`src/rtl/eq_pkg.sv`:
```
// Shared types and defaults for the FIR tap read sequencer and its delay-line RAM.
package eq_pkg;

    localparam int unsigned ADDR_W_DEF = 6;
    localparam int unsigned DATA_W_DEF = 16;

    typedef enum logic [1:0] {
        CLEAR = 2'd0,
        IDLE  = 2'd1,
        LOAD  = 2'd2,
        RUN   = 2'd3
    } state_e;

    typedef logic signed [DATA_W_DEF-1:0] sample_t;

endpackage

```
`src/rtl/tap_read_sequencer_ram.sv`:
```
// Circular delay-line storage: one write port, one registered read port.
module tap_delay_ram #(
    parameter int unsigned ADDR_W = 6,
    parameter int unsigned DATA_W = 16
) (
    input  logic              clk,
    input  logic              en,
    input  logic              we,
    input  logic [ADDR_W-1:0] waddr,
    input  logic [DATA_W-1:0] wdata,
    input  logic              re,
    input  logic [ADDR_W-1:0] raddr,
    output logic [DATA_W-1:0] rdata
);

    localparam int unsigned DEPTH = 2 ** ADDR_W;

    logic [DATA_W-1:0] mem [DEPTH];
    logic [DATA_W-1:0] rdata_q;

    // rdata holds its value when no read is issued; the sequencer relies on it as a prefetch slot
    always_ff @(posedge clk) begin
        if (en && we) begin
            mem[waddr] <= wdata;
        end
        if (en && re) begin
            rdata_q <= mem[raddr];
        end
    end

    assign rdata = rdata_q;

endmodule

```
`src/rtl/tap_read_sequencer.sv`:
```
// FIR delay-line reader: stores samples and streams newest-to-oldest taps to the MAC.
// Optional one-entry pending-sample queue enabled by TAP_SEQ_SAMPLE_QUEUE_EN.
module tap_read_sequencer
    import eq_pkg::*;
#(
    parameter int unsigned ADDR_W = ADDR_W_DEF,
    parameter int unsigned DATA_W = DATA_W_DEF
) (
    input  logic              clk,
    input  logic              rst,
    input  logic              clk_enable,
    input  logic              sample_valid,
    input  logic [DATA_W-1:0] sample_in,
    output logic              tap_valid,
    input  logic              tap_ready,
    output logic [DATA_W-1:0] tap_data,
    output logic [ADDR_W-1:0] coef_addr,
    output logic              tap_last,
    output logic              busy,
    output logic              overrun
);

    state_e            state_q, state_d;
    logic [ADDR_W-1:0] wr_ptr_q, wr_ptr_d;
    logic [ADDR_W-1:0] base_q, base_d;
    logic [ADDR_W-1:0] rd_k_q, rd_k_d;
    logic [ADDR_W-1:0] clr_cnt_q, clr_cnt_d;
    logic              tap_valid_q, tap_valid_d;
    logic [DATA_W-1:0] tap_data_q, tap_data_d;
    logic [ADDR_W-1:0] coef_addr_q, coef_addr_d;
    logic              tap_last_q, tap_last_d;
    logic              busy_q, busy_d;
    logic              overrun_q, overrun_d;
`ifdef TAP_SEQ_SAMPLE_QUEUE_EN
    logic              pend_valid_q, pend_valid_d;
    logic [DATA_W-1:0] pend_data_q, pend_data_d;
`endif

    logic              ram_en_c;
    logic              ram_we_c;
    logic [ADDR_W-1:0] ram_waddr_c;
    logic [DATA_W-1:0] ram_wdata_c;
    logic              ram_re_c;
    logic [ADDR_W-1:0] ram_raddr_c;
    logic [DATA_W-1:0] ram_rdata;
    logic              start_c;
    logic [DATA_W-1:0] start_data_c;
    logic [ADDR_W-1:0] coef_next_c;

    assign ram_en_c = clk_enable && !rst;

    tap_delay_ram #(
        .ADDR_W (ADDR_W),
        .DATA_W (DATA_W)
    ) u_ram (
        .clk   (clk),
        .en    (ram_en_c),
        .we    (ram_we_c),
        .waddr (ram_waddr_c),
        .wdata (ram_wdata_c),
        .re    (ram_re_c),
        .raddr (ram_raddr_c),
        .rdata (ram_rdata)
    );

    always_comb begin
        state_d      = state_q;
        wr_ptr_d     = wr_ptr_q;
        base_d       = base_q;
        rd_k_d       = rd_k_q;
        clr_cnt_d    = clr_cnt_q;
        tap_valid_d  = tap_valid_q;
        tap_data_d   = tap_data_q;
        coef_addr_d  = coef_addr_q;
        tap_last_d   = tap_last_q;
        overrun_d    = overrun_q;
`ifdef TAP_SEQ_SAMPLE_QUEUE_EN
        pend_valid_d = pend_valid_q;
        pend_data_d  = pend_data_q;
`endif
        ram_we_c     = 1'b0;
        ram_waddr_c  = wr_ptr_q;
        ram_wdata_c  = '0;
        ram_re_c     = 1'b0;
        ram_raddr_c  = base_q - rd_k_q;
        start_c      = 1'b0;
        start_data_c = '0;
        coef_next_c  = tap_valid_q ? coef_addr_q + ADDR_W'(1) : '0;

        case (state_q)
            CLEAR: begin
                ram_we_c    = 1'b1;
                ram_waddr_c = clr_cnt_q;
                clr_cnt_d   = clr_cnt_q + ADDR_W'(1);
                if (clr_cnt_q == '1) begin
                    state_d = IDLE;
                end
            end
            IDLE: begin
`ifdef TAP_SEQ_SAMPLE_QUEUE_EN
                // A queued sample goes first; a coincident new strobe takes its place in the queue
                if (pend_valid_q) begin
                    start_c      = 1'b1;
                    start_data_c = pend_data_q;
                    pend_valid_d = sample_valid;
                    pend_data_d  = sample_in;
                end else if (sample_valid) begin
                    start_c      = 1'b1;
                    start_data_c = sample_in;
                end
`else
                if (sample_valid) begin
                    start_c      = 1'b1;
                    start_data_c = sample_in;
                end
`endif
            end
            LOAD: begin
                ram_re_c    = 1'b1;
                ram_raddr_c = base_q;
                rd_k_d      = ADDR_W'(1);
                state_d     = RUN;
            end
            RUN: begin
                if (tap_valid_q && tap_ready && tap_last_q) begin
                    tap_valid_d = 1'b0;
                    tap_last_d  = 1'b0;
                    wr_ptr_d    = base_q + ADDR_W'(1);
                    state_d     = IDLE;
                end else if (!tap_valid_q || tap_ready) begin
                    // Advance the output from the prefetched word and fetch the following tap
                    tap_valid_d = 1'b1;
                    tap_data_d  = ram_rdata;
                    coef_addr_d = coef_next_c;
                    tap_last_d  = (coef_next_c == '1);
                    ram_re_c    = 1'b1;
                    rd_k_d      = rd_k_q + ADDR_W'(1);
                end
            end
            default: begin
                state_d = CLEAR;
            end
        endcase

        if (start_c) begin
            ram_we_c    = 1'b1;
            ram_waddr_c = wr_ptr_q;
            ram_wdata_c = start_data_c;
            base_d      = wr_ptr_q;
            state_d     = LOAD;
        end

        if (sample_valid && (state_q != IDLE)) begin
`ifdef TAP_SEQ_SAMPLE_QUEUE_EN
            if (!pend_valid_q) begin
                pend_valid_d = 1'b1;
                pend_data_d  = sample_in;
            end else begin
                overrun_d = 1'b1;
            end
`else
            overrun_d = 1'b1;
`endif
        end

        busy_d = (state_d != IDLE);
    end

    always_ff @(posedge clk) begin
        if (rst) begin
            state_q      <= CLEAR;
            wr_ptr_q     <= '0;
            base_q       <= '0;
            rd_k_q       <= '0;
            clr_cnt_q    <= '0;
            tap_valid_q  <= 1'b0;
            tap_data_q   <= '0;
            coef_addr_q  <= '0;
            tap_last_q   <= 1'b0;
            busy_q       <= 1'b1;
            overrun_q    <= 1'b0;
`ifdef TAP_SEQ_SAMPLE_QUEUE_EN
            pend_valid_q <= 1'b0;
            pend_data_q  <= '0;
`endif
        end else if (clk_enable) begin
            state_q      <= state_d;
            wr_ptr_q     <= wr_ptr_d;
            base_q       <= base_d;
            rd_k_q       <= rd_k_d;
            clr_cnt_q    <= clr_cnt_d;
            tap_valid_q  <= tap_valid_d;
            tap_data_q   <= tap_data_d;
            coef_addr_q  <= coef_addr_d;
            tap_last_q   <= tap_last_d;
            busy_q       <= busy_d;
            overrun_q    <= overrun_d;
`ifdef TAP_SEQ_SAMPLE_QUEUE_EN
            pend_valid_q <= pend_valid_d;
            pend_data_q  <= pend_data_d;
`endif
        end
    end

    assign tap_valid = tap_valid_q;
    assign tap_data  = tap_data_q;
    assign coef_addr = coef_addr_q;
    assign tap_last  = tap_last_q;
    assign busy      = busy_q;
    assign overrun   = overrun_q;

endmodule

```
`config.mk`:
```
export PLATFORM = sky130hd
export DESIGN_NAME = tap_read_sequencer
export DESIGN_NICKNAME = d
export VERILOG_FILES = /design/src/rtl/eq_pkg.sv /design/src/rtl/tap_read_sequencer_ram.sv /design/src/rtl/tap_read_sequencer.sv
export SDC_FILE = /design/constraint.sdc
export NUM_CORES = 1
export LEC_CHECK = 0
export CAP_MARGIN = 20
export CORE_UTILIZATION = 59
export CTS_BUF_LIST = sky130_fd_sc_hd__clkbuf_8
export DETAILED_ROUTE_END_ITERATION = 6
export GPL_TIMING_DRIVEN = 0
export PLACE_DENSITY = 0.75
export SYNTH_ARGS = -nofsm -noshare
export SYNTH_HDL_FRONTEND = slang
export SYNTH_HIERARCHICAL = 1
export SYNTH_SLANG_ARGS = --single-unit
export TNS_END_PERCENT = 100
```
`constraint.sdc`:
```
create_clock -name clk -period 3.1 [get_ports clk]
set_input_delay 0.31 -clock clk [delete_from_list [all_inputs] [get_ports clk]]
set_output_delay 0.31 -clock clk [all_outputs]
set_load 0.005 [all_outputs]
```
Word-level counts from Yosys, hierarchy flattened
Memories as Yosys holds them, arrays and structs flattened. A register that Yosys moved wholly into a read port is not among the register bits.
Cells that the tools add are included.
Widths: inputs -> output; s select.
Storage, ports and cells
  register bits after elaboration: 52
  latch bits: 0
  ROM bits: 0
  RAM bits: 1024
  memories: 1
  output and inout bits: 26
  input port bits: 21
  logic and storage cells: 73
Operators by class
  $add $sub $neg: 5
  divide/modulo/power cells: 0
  shift operators: 0
  muxes and demuxes: 27
  equality and inequality tests: 9
  multiply operators: 0
  reductions and logical operators: 19
  order comparisons: 0
  bitwise gates (word level): 1
Memory list
  u_ram.mem: depth 64, width 16, rd ports 1, clocked after memory_dff 1, write ports 1, line tap_read_sequencer_ram.sv:18  | logic [DATA_W-1:0] mem [DEPTH];
Operator list (count)
  $mux 16: 3
  $mux 6: 6
  $add 6x1->6 const B: 4
  $eq 6x6->1 const B: 2
  $mux 1: 12
  $pmux 6 s2: 1
  $reduce_and 4->1: 2
  $logic_and 1x1->1: 6
  $mux 2: 3
  $pmux 2 s3: 1
  $reduce_and 2->1: 3
  $reduce_and 3->1: 2
  $sub 6x6->6: 1
  $eq 2x2->1 const B: 2
  $ne 2x1->1 const B: 2
  $ne 2x2->1 const B: 2
  $reduce_bool 2->1: 2
  $eq 2x1->1 const B: 1
  $logic_not 1->1: 2
  $logic_not 2->1: 1
  $pmux 1 s2: 1
  $logic_or 1x1->1: 1
  $not 1->1: 1

Depth between registers and ports, before layout
Gate-level depths: netlist (run 1).
  depth after elaboration: 6
  mapped depth: 15

Hierarchy
The synthesis (run 1) kept the hierarchy.
By module, submodules not included
  tap_delay_ram: cells each 1808, instances 1, area an instance 40004.6 um^2, seq. area each 31230.0 um^2
  tap_read_sequencer: cells each 328, instances 1, area an instance 2660.1 um^2, seq. area each 1041.0 um^2

Worst setup path after synthesis (run 1)
No wires, ideal clock.
  path kind: register to register
  from: register state_q[0]
  to: memory u_ram.mem[39][0], enable pin
  library setup time: 388 ps
  arrival time: 2602 ps
  period minus slack after synthesis: 2991 ps
  stages on the path, launching flop included: 8
  setup slack: 109 ps
  path through: dfxtp_1 > buf_6 > nor2_2 > mux2_2 > clkbuf_1 > or3b_2 > clkbuf_1 > nor2_1
RTL lines
  start: declaration: line tap_read_sequencer.sv:23  | state_e state_q, state_d;
  start signal: assignment: line tap_read_sequencer.sv:187  | state_q <= state_d;
  $eq 2x1->1 or $logic_not 2->1 (tied branches): line tap_read_sequencer.sv:90  | case (state_q)
  $mux 1 or $mux 6 (tied branches): line tap_read_sequencer.sv:90
  $mux 6 *: line tap_read_sequencer.sv:145  | if (start_c) begin
  net ram_waddr_c[4]: line tap_read_sequencer.sv:41  | logic [ADDR_W-1:0] ram_waddr_c;
  end: declaration: line tap_read_sequencer_ram.sv:18
The timed path passes the listed nets; every way through them passes the cells marked *.

Final worst setup path (run 1)
  from: register base_q[0]
  to: register u_ram.rdata_q[1], in the netlist u_ram/rdata[1], read port of u_ram.mem, data pin
Between the ends
  word-level cells in the longest chain between the ends: 2
Ends and longest elaborated chain
  start: declaration: line tap_read_sequencer.sv:25  | logic [ADDR_W-1:0] base_q, base_d;
  start signal: assignment: line tap_read_sequencer.sv:189  | base_q <= base_d;
  $sub 6x6->6: line tap_read_sequencer.sv:85  | ram_raddr_c = base_q - rd_k_q;
  $mux 6: line tap_read_sequencer.sv:90
  net ram_raddr_c[2]: line tap_read_sequencer.sv:44  | logic [ADDR_W-1:0] ram_raddr_c;
  end: declaration: line tap_read_sequencer_ram.sv:19  | logic [DATA_W-1:0] rdata_q;
The timed path passes the listed nets, and every way through them passes these cells.
A chain may end at the register's enable or synchronous reset.

==> summary.txt, run 1 <==
Outcome
  • Outcome: complete, but fails checks
  • Violated checks: negative setup slack

Yosys
  • Post-synth ARST share: 0%
  • Top FF cell, synth: edfxtp_1
  • Post-synth EDFFs: 1040
  • Number of synthesized register bits: 1092
  • Syn nets: 2167
  • Mapped Cells: 2136
  • Synth warnings: 6
  • Syn avg cell area: 19.97 sq um
  • Count of cell types in the netlist: 57
  • Synth Cell Area: 0.04266 sq mm
  • Sequential area share after synthesis: 75.64%

Setup path
  • Kind of critical path: reg2reg
  • Critical path endpoint category: flop
  • Critical Path Start Type: flop
  • Max Fanout on Critical Path: 6
  • Req. time, crit path: 3.63 ns
  • Critical Path AT: roughly 3.9 ns

Place
  • Gpl congestion: 0.9531
  • Detailed placement HPWL: 70.94 mm
  • Pre-CTS setup slack: -1.660 ns
  • # port buffers: 45
  • DP Area: 0.04547 sq mm

Route
  • DRT antenna net count: 0
  • Vias per inst: 6.769
  • Drt pass-1 iters: 6
  • # DRC: 0
  • Initial DRC count: 3600
  • Drt total wl: 116.6 mm
  • Vias after detailed routing: 24.13k
  • Routed WL per cell: 32.73 um

Global route
  • GRT Overall Usage: 31.77%
  • Largest net degree at the start of global routing: between 50 and 60
  • Met2 Use GR: 49.57%
  • First-pass GRT wire length: 164.7 mm
  • Number of global-route vias before repair: 23.94k
  • Global Route met1 Usage: 42.21%
  • Met3 GRT Util: 7.420%
  • Antenna violations before repair: 3
  • Grt peak-use layer: met2
  • Global route overflow: 0

Finish
  • Nets: 2513
  • Area delta synth->final: 21.31%
  • Final Util: 72.40%
  • Finished Cell Area: between 0.05 and 0.06 sq mm
  • Share of cells above drive strength 1: a little over a third

Clocking
  • Maximum root-to-sink buffer count: 3
  • CTS tree: done
  • Root Driver: clkbuf_8
  • Clock-pin slew on the worst setup and hold paths: 0.06 ns
  • H-tree depth: 4
  • Clock buffer count from CTS: between 150 and 200
  • Clk_lat worst skew: 0.83 ns
  • Clock Sinks: about 1.1k

Timing
  • Fin worst setup slack: -0.2805 ns
  • Final hold viol count: 0
  • Worst slew pin tran: 0.8369 ns
  • Slew headroom: 44.21%
  • Final Cycle Share: 109.0%
  • Worst clock skew: 0.03225 ns
  • Fin crit period: 3.381 ns
  • Setup-failing EPs final: 31
  • RSZ-0062 raised after global routing: yes
  • F_max: 0.2958 GHz
  • Max-slew violation count: 0

Die
  • Initial Util: 59.68%
  • Row count: 98
  • Core box area: 0.07149 sq mm
  • Die H: 270.9 um
  • IO Count: 47
  • Total die area: 0.07339 sq mm
  • Die Wd: ~270 um

Flow run
  • Max-Cap Viols: 0

Hold path
  • Worst hold path class: in2reg

Power
  • Cell Pwr Density: 574.8 mW/mm^2
  • P_leak: 0.01783 uW
  • Worst vdd ir: 0.5328 mV
==> cell type report <==
| class | count | area [sq um] |
|---|---|---|
| diodes | 2 | 5.005 |
| repair buffers | 183 | 2500 |
| fillers | 3857 | 19730 |
| clock inverters | 125 | 528.0 |
| inverters | 10 | 37.54 |
| flip-flops and latches | 1092 | 32290 |
| multi-input cells | 914 | 11350 |
| clock buffers | 175 | 2409 |
| plain buffers | 113 | 1453 |
| well taps | 950 | 1189 |
==> worst max-delay path, stage by stage, from the launching register on <==
cell and delay [ns]:
dfxtp_4 0.35, inv_2 0.04, ha_4 0.15, fa_2 0.35, xor2_1 0.16, a21oi_2 0.20
buf_6 0.20, buf_12 0.15, buf_12 0.13, mux4_2 0.35, mux2i_2 0.25, nor2_1 0.11
a311oi_2 0.50, nor4_4 0.11
==> cell families after synthesis <==
family / count (synthesis) / synth area share [%]
simple gates: 346 / 3.986
flops: 1092 / 75.64
mux: 332 / 14.44
fa+ha+maj: 10 / 0.3109
buf+inv: 131 / 1.815
compound gates: 206 / 3.422
xor+xnor: 19 / 0.3900
==> layer usage <==
layer | part of all wire, % | up-vias
met5 | 0.0094 | -
met4 | 6.0 | 2
met3 | 12 | 403
met2 | 47 | 1920
met1 | 35 | 12290
li1 | - | 9513
==> worst paths after layout <==
kind	depth (start not counted)	end	from	slack (ns)
worst max-delay path	13	u_ram/rdata[1]	base_q[0]	-0.28
worst min-delay path	3	overrun	sample_valid	0.23
worst max register to register	13	u_ram/rdata[1]	base_q[0]	-0.28
worst min register to register	2	tap_data[7]	tap_data[7]	0.47
==> cells in the mapped netlist, drive strengths merged (8+ instances only) <==
cell | n | area [sq um]
edfxtp | 1040 | 31230
mux4 | 224 | 5056
nor2 | 112 | 425.4
mux2i | 90 | 900.9
nand2 | 86 | 322.8
buf | 79 | 579.3
a22oi | 60 | 450.4
dfxtp | 52 | 1041
a21oi | 48 | 240.2
clkbuf | 42 | 157.7
nand3 | 36 | 192.7
nor2b | 33 | 206.5
a211oi | 22 | 170.2
a221oi | 20 | 175.2
and2 | 19 | 118.9
mux2 | 18 | 202.7
a311oi | 13 | 113.9
and4 | 13 | 116.4
a31oi | 12 | 81.33
inv | 10 | 37.54
nand4 | 10 | 62.56
xnor2 | 10 | 87.58
a211o | 9 | 78.83
ha | 9 | 112.6
o21ai | 9 | 45.04
xor2 | 9 | 78.83
and3 | 8 | 50.05
==> repair_timing <==
action	4_1_cts	5_1_grt
endpoints found under the setup margin	576	809
hold endpoints to repair	1	0
buffers inserted	57	13
resized for setup	455	83
cloned	7	1
hold buffers	1	0
pin swaps	66	29
==> through the flow <==
| stage | setup TNS, ns | power, uW | instances | hold WS [ns] |
|---|---|---|---|---|
| after detailed placement | -328.14 | 18430 | 3192 | 0.4594 |
| final | -2.315 | 29750 | 3564 | 0.2257 |
| after global routing | -1.967 | 30510 | 3563 | 0.2156 |
| after CTS | -19.51 | 29540 | 3554 | 0.1634 |
| after global placement | -1720.57 | 18380 | 3131 | 0.4505 |
| after floorplan | 0 | 17650 | 2136 | 0.4417 |
==> sequential cells by signal, summed over array words and instances (netlist names) <==
| name | cells |
|---|---|
| u_ram/mem | 1024 |
| tap_data | 16 |
| u_ram/rdata | 16 |
| base_q | 6 |
| clr_cnt_q | 6 |
| coef_addr | 6 |
| rd_k_q | 6 |
| wr_ptr_q | 6 |
| state_q | 2 |
| busy | 1 |
| overrun | 1 |
| tap_last | 1 |
| tap_valid | 1 |
==> cell usage in the layout (no fill, tap or decap), types with 12 or more instances in the layout <==
master,n
a21oi_1,40
a22oi_1,28
a22oi_2,32
a311oi_2,12
and2_2,17
buf_12,76
buf_4,50
buf_6,25
buf_8,51
clkbuf_1,13
clkbuf_8,178
clkdlybuf4s50_1,45
clkinv_1,34
clkinv_2,14
dfxtp_1,46
edfxtp_1,1040
inv_1,77
mux2_2,12
mux2i_1,58
mux2i_2,14
mux2i_4,18
mux4_2,221
nand2_1,77
nand3_1,25
nor2_1,37
nor2_2,27
nor2_4,49
nor2b_1,28
==> where the power goes <==
group | leakage, uW | internal [uW] | switching, uW
sequential | 0.0114 | 16000 | 16.4
clock | 0.00175 | 5220 | 5520
combinational | 0.00471 | 1290 | 1680
total | 0.0178 | 22500 | 7220
(Power assumes the default switching activity.)
==> inputs of run 2 (changes only) <==
- SKIP_CTS_REPAIR_TIMING: unset -> 1
- TNS_END_PERCENT: 100 -> 30
==> summary.txt, run 2 (synthesis gave the netlist of run 1 again) <==
Die
  • Total die area: 0.07339 sq mm (unchanged)
  • Die Wd: 270.9 um (unchanged)
  • IO Count: 47 (unchanged)
  • Initial Util: 59.68% (unchanged)
  • Die H: 270.9 um (unchanged)
  • Row count: 98 (unchanged)
  • Core box area: 0.07149 sq mm (unchanged)

Power
  • Cell Pwr Density: 575.2 mW/mm^2 (about the same)
  • Total power: 29910 uW (+0.55%)
  • P_leak: 0.01792 uW (+0.50%)
  • Worst vdd ir: 0.5388 mV (+1.1%)

Hold path
  • Worst hold path class: in2reg

Clocking
  • Clock-pin slew on the worst setup and hold paths: 0.07 ns (about the same)
  • Clk_lat worst skew: 0.83 ns (about the same)
  • Clock Sinks: 1092 (unchanged)
  • CTS tree: done
  • Clock buffer count from CTS: 168 (unchanged)
  • Root Driver: clkbuf_8
  • Maximum root-to-sink buffer count: 3 (unchanged)
  • H-tree depth: 4 (unchanged)

Setup path
  • Critical Path Start Type: flop
  • Kind of critical path: reg2reg
  • Critical Path AT: 3.87 ns (-0.04 ns)
  • Req. time, crit path: 3.60 ns (-0.03 ns)
  • Critical path endpoint category: flop
  • Max Fanout on Critical Path: 12 (+6)

Finish
  • Reg with most FFs: u_ram/mem
  • Final Util: 72.74% (+0.34 points)
  • Finished Cell Area: 0.05200 sq mm (+0.47%)
  • Commonest non-fill, non-tap cell in the layout: edfxtp_1
  • Area delta synth->final: 21.88%
  • Max FFs per register: 1024 (unchanged)
  • Share of cells above drive strength 1: 36.69% (+0.36 points)
  • Filler cell count: 3837 (-0.52%)
  • Commonest cells after routing, fill and taps aside: edfxtp_1 (1040), mux4_2 (221), clkbuf_8 (175), nand2_1 (80), inv_1 (77)
  • Register area: 0.03228 sq mm (about the same)
  • Area of the multi-input gates: 0.01143 sq mm (+0.72%)
  • Nets: 2523 (+0.40%)

Route
  • Drt total wl: 118.4 mm (+1.5%)
  • Drt pass-1 iters: 6 (unchanged)
  • Vias after detailed routing: 24.00k (-0.52%)
  • # DRC: 0 (unchanged)
  • Vias per inst: 6.709 (-0.88%)
  • DRT antenna net count: 0 (unchanged)
  • Routed WL per cell: 33.09 um (+1.1%)
  • Initial DRC count: 3511 (-2.5%)

Timing
  • Fin crit period: 3.365 ns (-0.01519 ns)
  • F_max: 0.2971 GHz (+0.45%)
  • Worst slew pin tran: 1.026 ns (+0.1892 ns)
  • Final hold viol count: 0 (unchanged)
  • Fin worst setup slack: -0.2653 ns (+0.01519 ns)
  • Final hold slack: 0.04771 ns (-0.1780 ns)
  • Max-slew violation count: 0 (unchanged)
  • Final Cycle Share: 108.6% (-0.49 points)
  • Setup-failing EPs final: 349 (+1000%)
  • Slew headroom: 31.43% (-13 points)
  • Worst clock skew: 0.03882 ns (+0.006572 ns)
  • RSZ-0062 raised after global routing: yes

Outcome
  • Outcome: complete, but fails checks
  • Violated checks: negative setup slack

Place
  • # port buffers: 45 (unchanged)
  • Detailed placement HPWL: 70.94 mm (unchanged)
  • Gpl congestion: 0.9531 (unchanged)
  • DP Area: 0.04547 sq mm (unchanged)

Global route
  • Global Route met1 Usage: 39.74% (-2.5 points)
  • Met3 GRT Util: 6.861% (-0.56 points)
  • First-pass GRT wire length: 151.4 mm (-8.1%)
  • Met2 Use GR: 45.37% (-4.2 points)
  • Global route overflow: 0 (unchanged)
  • Antenna violations before repair: 4 (+1)
  • Grt peak-use layer: met2
  • Number of global-route vias before repair: 22.57k (-5.7%)
  • Largest net degree at the start of global routing: 54 (unchanged)
  • GRT Overall Usage: 29.09% (-2.7 points)

Flow run
  • Max-Cap Viols: 0 (unchanged)
-- run 2: changes by cell type in the layout (fill, tap and decap cells not counted), sizes merged --
cell and change:
buf +9, bufbuf -1, clkbuf +4, diode +3, dlygate4sd3 -1, nor2 -1
-- run 2: power breakdown --
group / switching (uW) / leakage [uW] / internal [uW] / total [uW]
logic: 1730 / 0.00480 / 1380 / 3110
registers: 16.5 / 0.0114 / 16000 / 16000
clock network: 5540 / 0.00175 / 5220 / 10800
-- run 2: path summary, 6_finish.rpt --
check                                  from                 to  slack [ns]  cells after the start
worst max-delay path             state_q[1]  u_ram/mem[17][14]       -0.27                      8
worst min-delay path                    rst           tap_last        0.05                      4
worst max register to register   state_q[1]  u_ram/mem[17][14]       -0.27                      8
worst min register to register  tap_data[7]        tap_data[7]        0.47                      2
-- run 2: stage by stage --
step,std cells,setup slack (ns),setup TNS (ns)
after floorplan,2136,0.1092,0
after global placement,3131,-1.597,-1720.57
after detailed placement,3192,-1.660,-328.14
after CTS,3492,-1.699,-175.06
after global routing,3575,-0.2862,-33.17
final,3577,-0.2653,-38.61
-- run 2: critical path, stage by stage, from the launching register on --
cell,delay [ns]
dfxtp_1,0.31
buf_4,0.19
and3b_1,0.21
clkbuf_1,0.33
or2_2,0.20
and3_1,0.31
nand2_1,0.66
nor2_2,0.60
buf_8,0.23
-- run 2: layer usage --
layer | part of all wire [%] | vias to the layer above
met3 | 12 | 384
li1 | - | 9534
met5 | 0.045 | -
met4 | 6.0 | 4
met1 | 35 | 12230
met2 | 48 | 1852
-- run 2: final cells by class --
type                       count  share of cell area [%]
inverter                      10                 0.07700
clock inverter               125                   1.015
buffer                       115                   2.931
timing repair buffer         192                   4.973
antenna                        5                 0.02406
clock buffer                 175                   4.632
sequential                  1092                   62.08
tap                          950                   2.286
multi-input combinational    913                   21.98
